### src/rtl/ls139_access_sched_if.sv
// Request and decoder-drive signals shared between the bus-master request logic and the
// access scheduler. Both channels use the same bundle.
interface ls139_access_sched_if;
   logic [3:0] req_a;
   logic [3:0] req_b;
   logic [1:0] sel_a;
   logic       g1n;
   logic [1:0] sel_b;
   logic       g2n;
   logic [3:0] gnt_a;
   logic [3:0] gnt_b;
   logic       done_a;
   logic       done_b;
   logic       busy_a;
   logic       busy_b;

   modport master (
      output req_a, req_b,
      input  sel_a, g1n, sel_b, g2n, gnt_a, gnt_b, done_a, done_b, busy_a, busy_b
   );

   modport slave (
      input  req_a, req_b,
      output sel_a, g1n, sel_b, g2n, gnt_a, gnt_b, done_a, done_b, busy_a, busy_b
   );
endinterface

### src/rtl/ls139_access_sched.sv
// Dual-channel access scheduler for a '139 decoder: setup, enable hold, release per access.
// LS139_FIXED_PRIORITY_EN selects lowest-index-wins instead of round-robin arbitration.
module ls139_access_sched_chan #(
   parameter int HOLD_CYCLES = 2
) (
   input  logic       clk,
   input  logic       rstn,
   input  logic [3:0] req,
   output logic [1:0] sel,
   output logic       gn,
   output logic [3:0] gnt,
   output logic       done,
   output logic       busy
);
   localparam int CW = $clog2(HOLD_CYCLES + 1);

   typedef enum logic [1:0] {IDLE, SETUP, ACTIVE, RELEASE} state_t;

   state_t        state, state_nx;
   logic [CW-1:0] cnt, cnt_nx;
   logic [1:0]    sel_nx;
   logic [1:0]    win;
   logic          win_vld;
`ifndef LS139_FIXED_PRIORITY_EN
   logic [1:0]    ptr, ptr_nx;
   logic [1:0]    idx;
`endif

   // Scan downward so the candidate closest to the priority origin is the last to overwrite.
   always_comb begin
      win     = '0;
      win_vld = 1'b0;
`ifdef LS139_FIXED_PRIORITY_EN
      for (int k = 3; k >= 0; k--) begin
         if (req[k]) begin
            win     = 2'(k);
            win_vld = 1'b1;
         end
      end
`else
      idx = '0;
      for (int k = 3; k >= 0; k--) begin
         idx = ptr + 2'(k);
         if (req[idx]) begin
            win     = idx;
            win_vld = 1'b1;
         end
      end
`endif
   end

   always_comb begin
      state_nx = state;
      sel_nx   = sel;
      cnt_nx   = cnt;
`ifndef LS139_FIXED_PRIORITY_EN
      ptr_nx   = ptr;
`endif
      case (state)
         IDLE: begin
            if (win_vld) begin
               state_nx = SETUP;
               sel_nx   = win;
`ifndef LS139_FIXED_PRIORITY_EN
               ptr_nx   = win + 2'd1;
`endif
            end
         end
         SETUP: begin
            state_nx = ACTIVE;
            cnt_nx   = CW'(HOLD_CYCLES);
         end
         ACTIVE: begin
            cnt_nx = cnt - CW'(1);
            if (cnt == CW'(1)) state_nx = RELEASE;
         end
         RELEASE: state_nx = IDLE;
         default: state_nx = IDLE;
      endcase
   end

   // Outputs are decoded from the next state so every output comes straight off a flop.
   always_ff @(posedge clk) begin
      if (!rstn) begin
         state <= IDLE;
         sel   <= '0;
         cnt   <= '0;
`ifndef LS139_FIXED_PRIORITY_EN
         ptr   <= '0;
`endif
         gn    <= 1'b1;
         gnt   <= '0;
         done  <= 1'b0;
         busy  <= 1'b0;
      end else begin
         state <= state_nx;
         sel   <= sel_nx;
         cnt   <= cnt_nx;
`ifndef LS139_FIXED_PRIORITY_EN
         ptr   <= ptr_nx;
`endif
         gn    <= (state_nx != ACTIVE);
         gnt   <= (state_nx == ACTIVE) ? 4'(4'b0001 << sel_nx) : 4'b0000;
         done  <= (state_nx == RELEASE);
         busy  <= (state_nx != IDLE);
      end
   end
endmodule

module ls139_access_sched #(
   parameter int HOLD_CYCLES = 2
) (
   input logic                 clk,
   input logic                 rstn,
   ls139_access_sched_if.slave bus
);
   ls139_access_sched_chan #(.HOLD_CYCLES(HOLD_CYCLES)) u_chan_a (
      .clk  (clk),
      .rstn (rstn),
      .req  (bus.req_a),
      .sel  (bus.sel_a),
      .gn   (bus.g1n),
      .gnt  (bus.gnt_a),
      .done (bus.done_a),
      .busy (bus.busy_a)
   );

   ls139_access_sched_chan #(.HOLD_CYCLES(HOLD_CYCLES)) u_chan_b (
      .clk  (clk),
      .rstn (rstn),
      .req  (bus.req_b),
      .sel  (bus.sel_b),
      .gn   (bus.g2n),
      .gnt  (bus.gnt_b),
      .done (bus.done_b),
      .busy (bus.busy_b)
   );
endmodule

### src/flat_wrapper.sv
// flat-port wrapper written by rule: the top's interface ports become plain ports
module ls139_access_sched_flat 
#(
   parameter int HOLD_CYCLES = 2
)
  (clk, rstn, bus_req_a, bus_req_b, bus_sel_a, bus_g1n, bus_sel_b, bus_g2n, bus_gnt_a, bus_gnt_b, bus_done_a, bus_done_b, bus_busy_a, bus_busy_b);
  ls139_access_sched_if bus_i ();
  input logic clk;
  input logic rstn;
  input wire logic [$bits(bus_i.req_a)-1:0] bus_req_a;
  input wire logic [$bits(bus_i.req_b)-1:0] bus_req_b;
  output wire logic [$bits(bus_i.sel_a)-1:0] bus_sel_a;
  output wire logic [$bits(bus_i.g1n)-1:0] bus_g1n;
  output wire logic [$bits(bus_i.sel_b)-1:0] bus_sel_b;
  output wire logic [$bits(bus_i.g2n)-1:0] bus_g2n;
  output wire logic [$bits(bus_i.gnt_a)-1:0] bus_gnt_a;
  output wire logic [$bits(bus_i.gnt_b)-1:0] bus_gnt_b;
  output wire logic [$bits(bus_i.done_a)-1:0] bus_done_a;
  output wire logic [$bits(bus_i.done_b)-1:0] bus_done_b;
  output wire logic [$bits(bus_i.busy_a)-1:0] bus_busy_a;
  output wire logic [$bits(bus_i.busy_b)-1:0] bus_busy_b;
  assign bus_i.req_a = bus_req_a;
  assign bus_i.req_b = bus_req_b;
  assign bus_sel_a = bus_i.sel_a;
  assign bus_g1n = bus_i.g1n;
  assign bus_sel_b = bus_i.sel_b;
  assign bus_g2n = bus_i.g2n;
  assign bus_gnt_a = bus_i.gnt_a;
  assign bus_gnt_b = bus_i.gnt_b;
  assign bus_done_a = bus_i.done_a;
  assign bus_done_b = bus_i.done_b;
  assign bus_busy_a = bus_i.busy_a;
  assign bus_busy_b = bus_i.busy_b;
  ls139_access_sched #(.HOLD_CYCLES(HOLD_CYCLES)) u_core (.clk(clk), .rstn(rstn), .bus(bus_i));
endmodule
### config.mk
export PLATFORM = sky130hd
export DESIGN_NAME = ls139_access_sched_flat
export DESIGN_NICKNAME = d
export VERILOG_FILES = /design/src/rtl/ls139_access_sched_if.sv /design/src/rtl/ls139_access_sched.sv /design/src/flat_wrapper.sv
export SDC_FILE = /design/constraint.sdc
export NUM_CORES = 1
export LEC_CHECK = 0
export ABC_AREA = 1
export BUFFER_PORTS_ARGS = -buffer_cell sky130_fd_sc_hd__clkbuf_2
export CAP_MARGIN = 20
export CORE_ASPECT_RATIO = 0.6
export CORE_MARGIN = 2
export CORE_UTILIZATION = 50
export DETAILED_ROUTE_END_ITERATION = 10
export PLACE_DENSITY = 0.75
export SLEW_MARGIN = 20
export SYNTH_ARGS = -nofsm -noshare
export SYNTH_HDL_FRONTEND = slang
export SYNTH_SLANG_ARGS = --single-unit
### constraint.sdc
create_clock -name clk -period 1.5 [get_ports clk]
set_input_delay 0.15 -clock clk [delete_from_list [all_inputs] [get_ports clk]]
set_output_delay 0.15 -clock clk [all_outputs]
set_load 0.02 [all_outputs]
==> results of run 1 <==
## metal layers
metal  vias up  part of all wire  track usage
met5         -                 0            0
met1       758              0.49        0.334
li1        847                 -            -
met2        62              0.43        0.346
met4         0             0.013       0.0679
met3         8             0.065       0.0623
## placed cells by master (no fill, tap or decap)
cell / instances
buf_4: 18
and2_4: 1
nand2_1: 41
nor2_2: 6
nand4_1: 1
clkbuf_8: 6
clkinv_2: 1
inv_4: 2
nand2_4: 9
nand3_2: 13
nor3_1: 1
inv_2: 5
nor2_4: 5
o21bai_1: 1
clkbuf_2: 27
a31oi_1: 2
a21oi_1: 6
nand2_2: 35
o21ai_0: 5
inv_8: 1
a211oi_1: 2
dfxtp_4: 3
o21ai_4: 1
ha_1: 8
nor2_1: 18
nand3_1: 7
inv_1: 36
buf_6: 4
or2_0: 1
dfxtp_1: 27
nand3_4: 1
a21oi_4: 1
clkinvlp_4: 1
inv_6: 2
## final cells by class
cell class | count | area (sq um)
repair buffers | 49 | 315
fillers | 222 | 628
clock inverters | 2 | 12.5
inverters | 46 | 195
clock buffers | 6 | 82.6
flip-flops and latches | 30 | 612
multi-input cells | 165 | 1070
well taps | 42 | 52.6
## flip-flops by register name, indices dropped and copies added, names as in the netlist
name / cells
u_core.u_chan_b.gn: 1
u_core.u_chan_b.busy: 1
u_core.u_chan_b.ptr: 2
u_core.u_chan_a.state: 2
u_core.u_chan_b.state: 2
u_core.u_chan_a.busy: 1
u_core.u_chan_a.ptr: 2
u_core.u_chan_b.sel: 2
u_core.u_chan_a.done: 1
u_core.u_chan_a.sel: 2
u_core.u_chan_b.cnt: 2
u_core.u_chan_b.gnt: 4
u_core.u_chan_a.gnt: 4
u_core.u_chan_a.cnt: 2
u_core.u_chan_a.gn: 1
u_core.u_chan_b.done: 1
## power groups by stage
stage                     combinational (mW)  sequential [mW]  clock (mW)
after global routing                    4.22             1.35       0.724
after floorplan                         1.86             1.40           0
after CTS                               3.06             1.30       0.690
after global placement                  2.86             1.24           0
after detailed placement                2.91             1.25           0
final                                   3.87             1.32       0.683
## stage by stage
stage               worst slack [ps]  hold WS, ps
global route                    -123          204
floorplan                       94.7          280
detailed placement              -159          466
global placement                -101          465
CTS                            -13.2          168
finish                         -54.0          176
## worst max-delay path: cells and delay by family, from the launching register on
family | cells | cell delay [ps]
buf+inv | 3 | 280
flops | 1 | 400
simple gates | 11 | 760
## final timing paths
check                                             from                      to  slack [ps]  depth (start not counted)
worst max-delay path            u_core.u_chan_b.ptr[0]  u_core.u_chan_b.ptr[1]         -50                         14
worst min-delay path                              rstn  u_core.u_chan_a.cnt[1]         180                          3
worst max register to register  u_core.u_chan_b.ptr[0]  u_core.u_chan_b.ptr[1]         -50                         14
worst min register to register  u_core.u_chan_a.cnt[0]  u_core.u_chan_a.cnt[0]         480                          1
## cells by family (layout without fill, tap and decap cells)
logic type | after synthesis | count (layout) | share of synthesized area
adder cells (fa/ha/maj) | 8 | 8 | 0.0620
AO/OA/AOI/OAI | 18 | 18 | 0.0643
buffers and inverters | 49 | 103 | 0.126
flip-flops | 30 | 30 | 0.372
AND/OR/NAND/NOR | 139 | 139 | 0.376
## timing repair
| item | CTS | global route |
|---|---|---|
| endpoints found under the setup margin | 13 | 17 |
| setup buffers | 3 | 2 |
| resized for setup | 19 | 74 |
| pin swaps | 11 | 34 |
==> metrics, run 1 <==
area leader, netlist=dfxtp_1; Tightest Pin Transition=423 ps; run status=finished, violations left; largest net degree at the start of global routing=14; post-DP HPWL=2850 um; drt wl/cell=13.1 um; RD Place Congestion=0.894; critical path peak fanout=5; Max Buffers Root-to-Sink=2; CTS Sinks=30; max cap viols=0; NetSw=a little under 3 mW; WP data required=1690 ps; pwr dens=2510 nW/um^2; CP endpoint kind=flip-flop; Avg Cell Area, Syn=around 6.6 sq um; unique cell type count in the Yosys netlist=27; placed insts=roughly 330; I/O pins=28; Seq pwr share=0.225; IO buf count=27; Core ar.=2970 sq um; post-synth top area share=0.372; number of synthesis warnings=0; Post-synth EDFFs=0; Crit-path slowest cell=dfxtp_4; Area after DPL=about 1900 sq um; vias in the first global route=1,399; Setup WS post-layout=-54.0 ps; Worst Hold Class=input port to flip-flop; Slew HR=0.718; crit path launch type=flip-flop; hold_buf cts=0; clock skew=5.70 ps; final setup vio count=6; row cnt=15; Fin. Hold Viols=0; Num CTS Buffers=5; Worst-path clk slew=70 ps; setup_tns=-132 ps; most frequent cells after synthesis=76 x nand2_1, 39 x inv_1, 30 x dfxtp_1; Final min period=roughly 1600 ps; Vias/cell=4.93; violated checks=setup timing; post-route cell area=2340 sq um; Mapped Cells=244; die height=48.0 um; CTS tree=done; H-tree levels=2; gr ovfl total=0; largest stage delay on the critical path=400 ps; P_leak=1.24 nW; ant diodes=0; #FFs+latches synth=30; CTS root buffer=clkbuf_8; cells along the critical path=buf_6 > nand2_2 > nand2_2 > nand2_2 > nand2_2 > nor2_4 > nand2_2 > nand2_4 > inv_6 > nand2_4 > nor2_2 > nor2_1 > nand2_1 > inv_1; number of remaining DRC errors=0; layout overhead on the synthesized area=44.8%; clock share of power=0.116; VDD IR max=1.38 mV; die width=77.4 um; Die Area=3710 sq um; RSZ-0062 raised after global routing=yes; gr usage total=0.232; layout cell share with drive strength beyond 1=0.477; Skew-Pair Late Insertion Delay=290 ps; global-route wire length before repair=roughly 6300 um; Area contributors post-synth=dfxtp_1 37%, nand2_1 18%, inv_1 9.1%; Syn Nets=roughly 260; post-synthesis sequential area ratio=0.372; P_int=2.95 mW; Critical Path AT=1740 ps; Post-synth ARST share=0; Worst Path Class, Setup=flip-flop to flip-flop; Achievable Freq=approximately 0.64 GHz; part of the power in combinational logic=0.659; synthesized area=1610 sq um; number of routed nets with antenna violations=0; Routed WL=4450 um; Max Slew Vio Count=0; Finished Layout Cells=between 300 and 400; fin crit share=1.04; TritonRoute pass-1 iters=4; Initial Util=0.544; antenna violations before repair=0; count leader, synth=nand2_1; Via Count=1,675; 1st-iter DRT viols=87; Primary FF master, synth=dfxtp_1; Layout Nets=between 300 and 400; critical path's most frequent cell=nand2_2; switch share=0.498; total power draw=roughly 5.9 mW; final core occ=0.788
(Power assumes the default switching activity.)
==> run 2: changes to the inputs <==
--- a/config.mk
+++ b/config.mk
@@ -11,6 +11,7 @@
 export CORE_ASPECT_RATIO = 0.6
 export CORE_MARGIN = 2
 export CORE_UTILIZATION = 50
+export CTS_BUF_LIST = sky130_fd_sc_hd__clkbuf_16
 export DETAILED_ROUTE_END_ITERATION = 10
 export PLACE_DENSITY = 0.75
 export SLEW_MARGIN = 20
==> run 2 against run 1 <==
Compared with the run above: the flow still finishes with violations (setup timing); die area unchanged; total power up 8.0%; cell area up 3.6%; global-route usage rose by 0.17 points; routed wire length up 13%; utilization grew 2.9 points; cell count is 0.29% higher; sequential power about the same; critical path type unchanged; critical endpoint unchanged; highest routed layer unchanged.
==> metrics, run 2 (synthesis results as in run 1) <==
run status=finished, violations left; violated checks=setup timing; max cap viols=0; Initial Util=0.544; ant diodes=0; pwr dens=2620 nW/um^2; number of routed nets with antenna violations=0; clock share of power=0.153; layout overhead on the synthesized area=50.1%; Max Slew Vio Count=0; P_leak=1.28 nW; Worst Hold Class=input port to flip-flop; NetSw=3.13 mW; Worst-path clk slew=50 ps; Largest regs=u_core.u_chan_a.gnt: 4 flops, u_core.u_chan_b.gnt: 4 flops; WP data required=1680 ps; drt wl/cell=14.7 um; Slew HR=0.684; gr usage total=0.234; Seq pwr share=0.208; Tightest Pin Transition=473 ps; antenna violations before repair=0; Vias/cell=5.10; post-place setup slack=-159 ps; IO buf count=27; fin crit share=1.11; post-DP HPWL=roughly 2800 um; Via Count=around 1,700; vias in the first global route=1,370; H-tree levels=2; Finished Layout Cells=341; met2 usage in global routing=0.339; crit path launch type=flip-flop; number of remaining DRC errors=0; Core ar.=2970 sq um; Die Area=3710 sq um; Final min period=1670 ps; switch share=0.494; placed insts=between 300 and 400; 1st-iter DRT viols=132; RSZ-0062 raised after global routing=yes; met1 GRT Util=0.338; Num CTS Buffers=5; FILL cells=197; global-route wire length before repair=around 6300 um; part of the power in combinational logic=0.639; RD Place Congestion=0.894; commonest cells after routing, fill and taps aside=38 x nand2_1, 35 x inv_1, 35 x nand2_2; row cnt=15; layout cell share with drive strength beyond 1=0.492; die height=a little under 50 um; Storage cell area=612 sq um; Critical Path AT=about 1900 ps; Achievable Freq=0.598 GHz; M3 GR Usage=0.0679; Setup WS post-layout=-172 ps; CP endpoint kind=flip-flop; commonest non-fill, non-tap cell in the layout=nand2_1; final setup vio count=8; Routed WL=5020 um; I/O pins=28; die width=around 77 um; clock skew=7.03 ps; CTS Sinks=30; gr ovfl total=0; CTS root buffer=clkbuf_16; largest net degree at the start of global routing=14; P_int=3.21 mW; multi-input logic area=around 1100 sq um; TritonRoute pass-1 iters=5; critical path peak fanout=5; total power draw=6.34 mW; hold_buf cts=0; Max Buffers Root-to-Sink=2; Most Crowded Layer GR=met2; Layout Nets=316; Worst Path Class, Setup=flip-flop to flip-flop; VDD IR max=1.69 mV; CTS tree=done; Skew-Pair Late Insertion Delay=280 ps; Fin. Hold Viols=0
[run 2: critical path, stage by stage (launching register included)]
cell and delay (ps):
dfxtp_4 370, buf_6 140, nand2_2 60, nand2_2 50, nand2_2 90, buf_4 140
nand2_1 60, inv_1 80, nand2_2 60, nand2_2 90, nand2_4 80, nor2_2 120
nor2_1 60, nand2_1 120, inv_1 40
[run 2: worst paths after layout]
path | to | slack, ps | startpoint | cells after the start
max | u_core.u_chan_b.ptr[1] | -170 | u_core.u_chan_b.ptr[0] | 14
min | u_core.u_chan_a.cnt[1] | 190 | rstn | 3
max reg2reg | u_core.u_chan_b.ptr[1] | -170 | u_core.u_chan_b.ptr[0] | 14
min reg2reg | u_core.u_chan_a.cnt[0] | 470 | u_core.u_chan_a.cnt[0] | 1
[run 2: power by group through the flow]
stage                     clock network [mW]  logic (mW)  registers (mW)
after floorplan                            0        1.86            1.40
after global placement                     0        2.86            1.24
after detailed placement                   0        2.91            1.25
after CTS                              0.962        3.08            1.30
after global routing                    1.01        4.38            1.35
final                                  0.972        4.05            1.32
[run 2: layout make-up]
class / count / share of cell area
clock buffer: 5 / 0.0517
clock inverter: 3 / 0.00671
inverter: 46 / 0.0785
multi-input combinational: 165 / 0.457
sequential: 30 / 0.253
tap: 42 / 0.0217
timing repair buffer: 50 / 0.132
[run 2: metrics by stage]
stage                      util  cell area [sq um]  hold slack, ps  TNS (ps)
after floorplan               -               1610             280         0
after global placement    0.650               1930             465      -503
after detailed placement  0.650               1930             466      -950
after CTS                 0.721               2140             178     -7.96
after global routing      0.817               2420             216     -1560
final                     0.817               2420             191      -581
[run 2: layer usage]
metal | vias up | wire (um)
met5 | - | 0
met4 | 0 | 148
met3 | 21 | 430
met2 | 81 | 2200
met1 | 788 | 2240
li1 | 850 | -
[run 2: repair_timing]
action | in CTS | in global routing
pin swaps | 16 | 30
setup endpoints to repair | 13 | 16
buffers inserted | 2 | 4
cloned | 0 | 0
resized for setup | 25 | 75
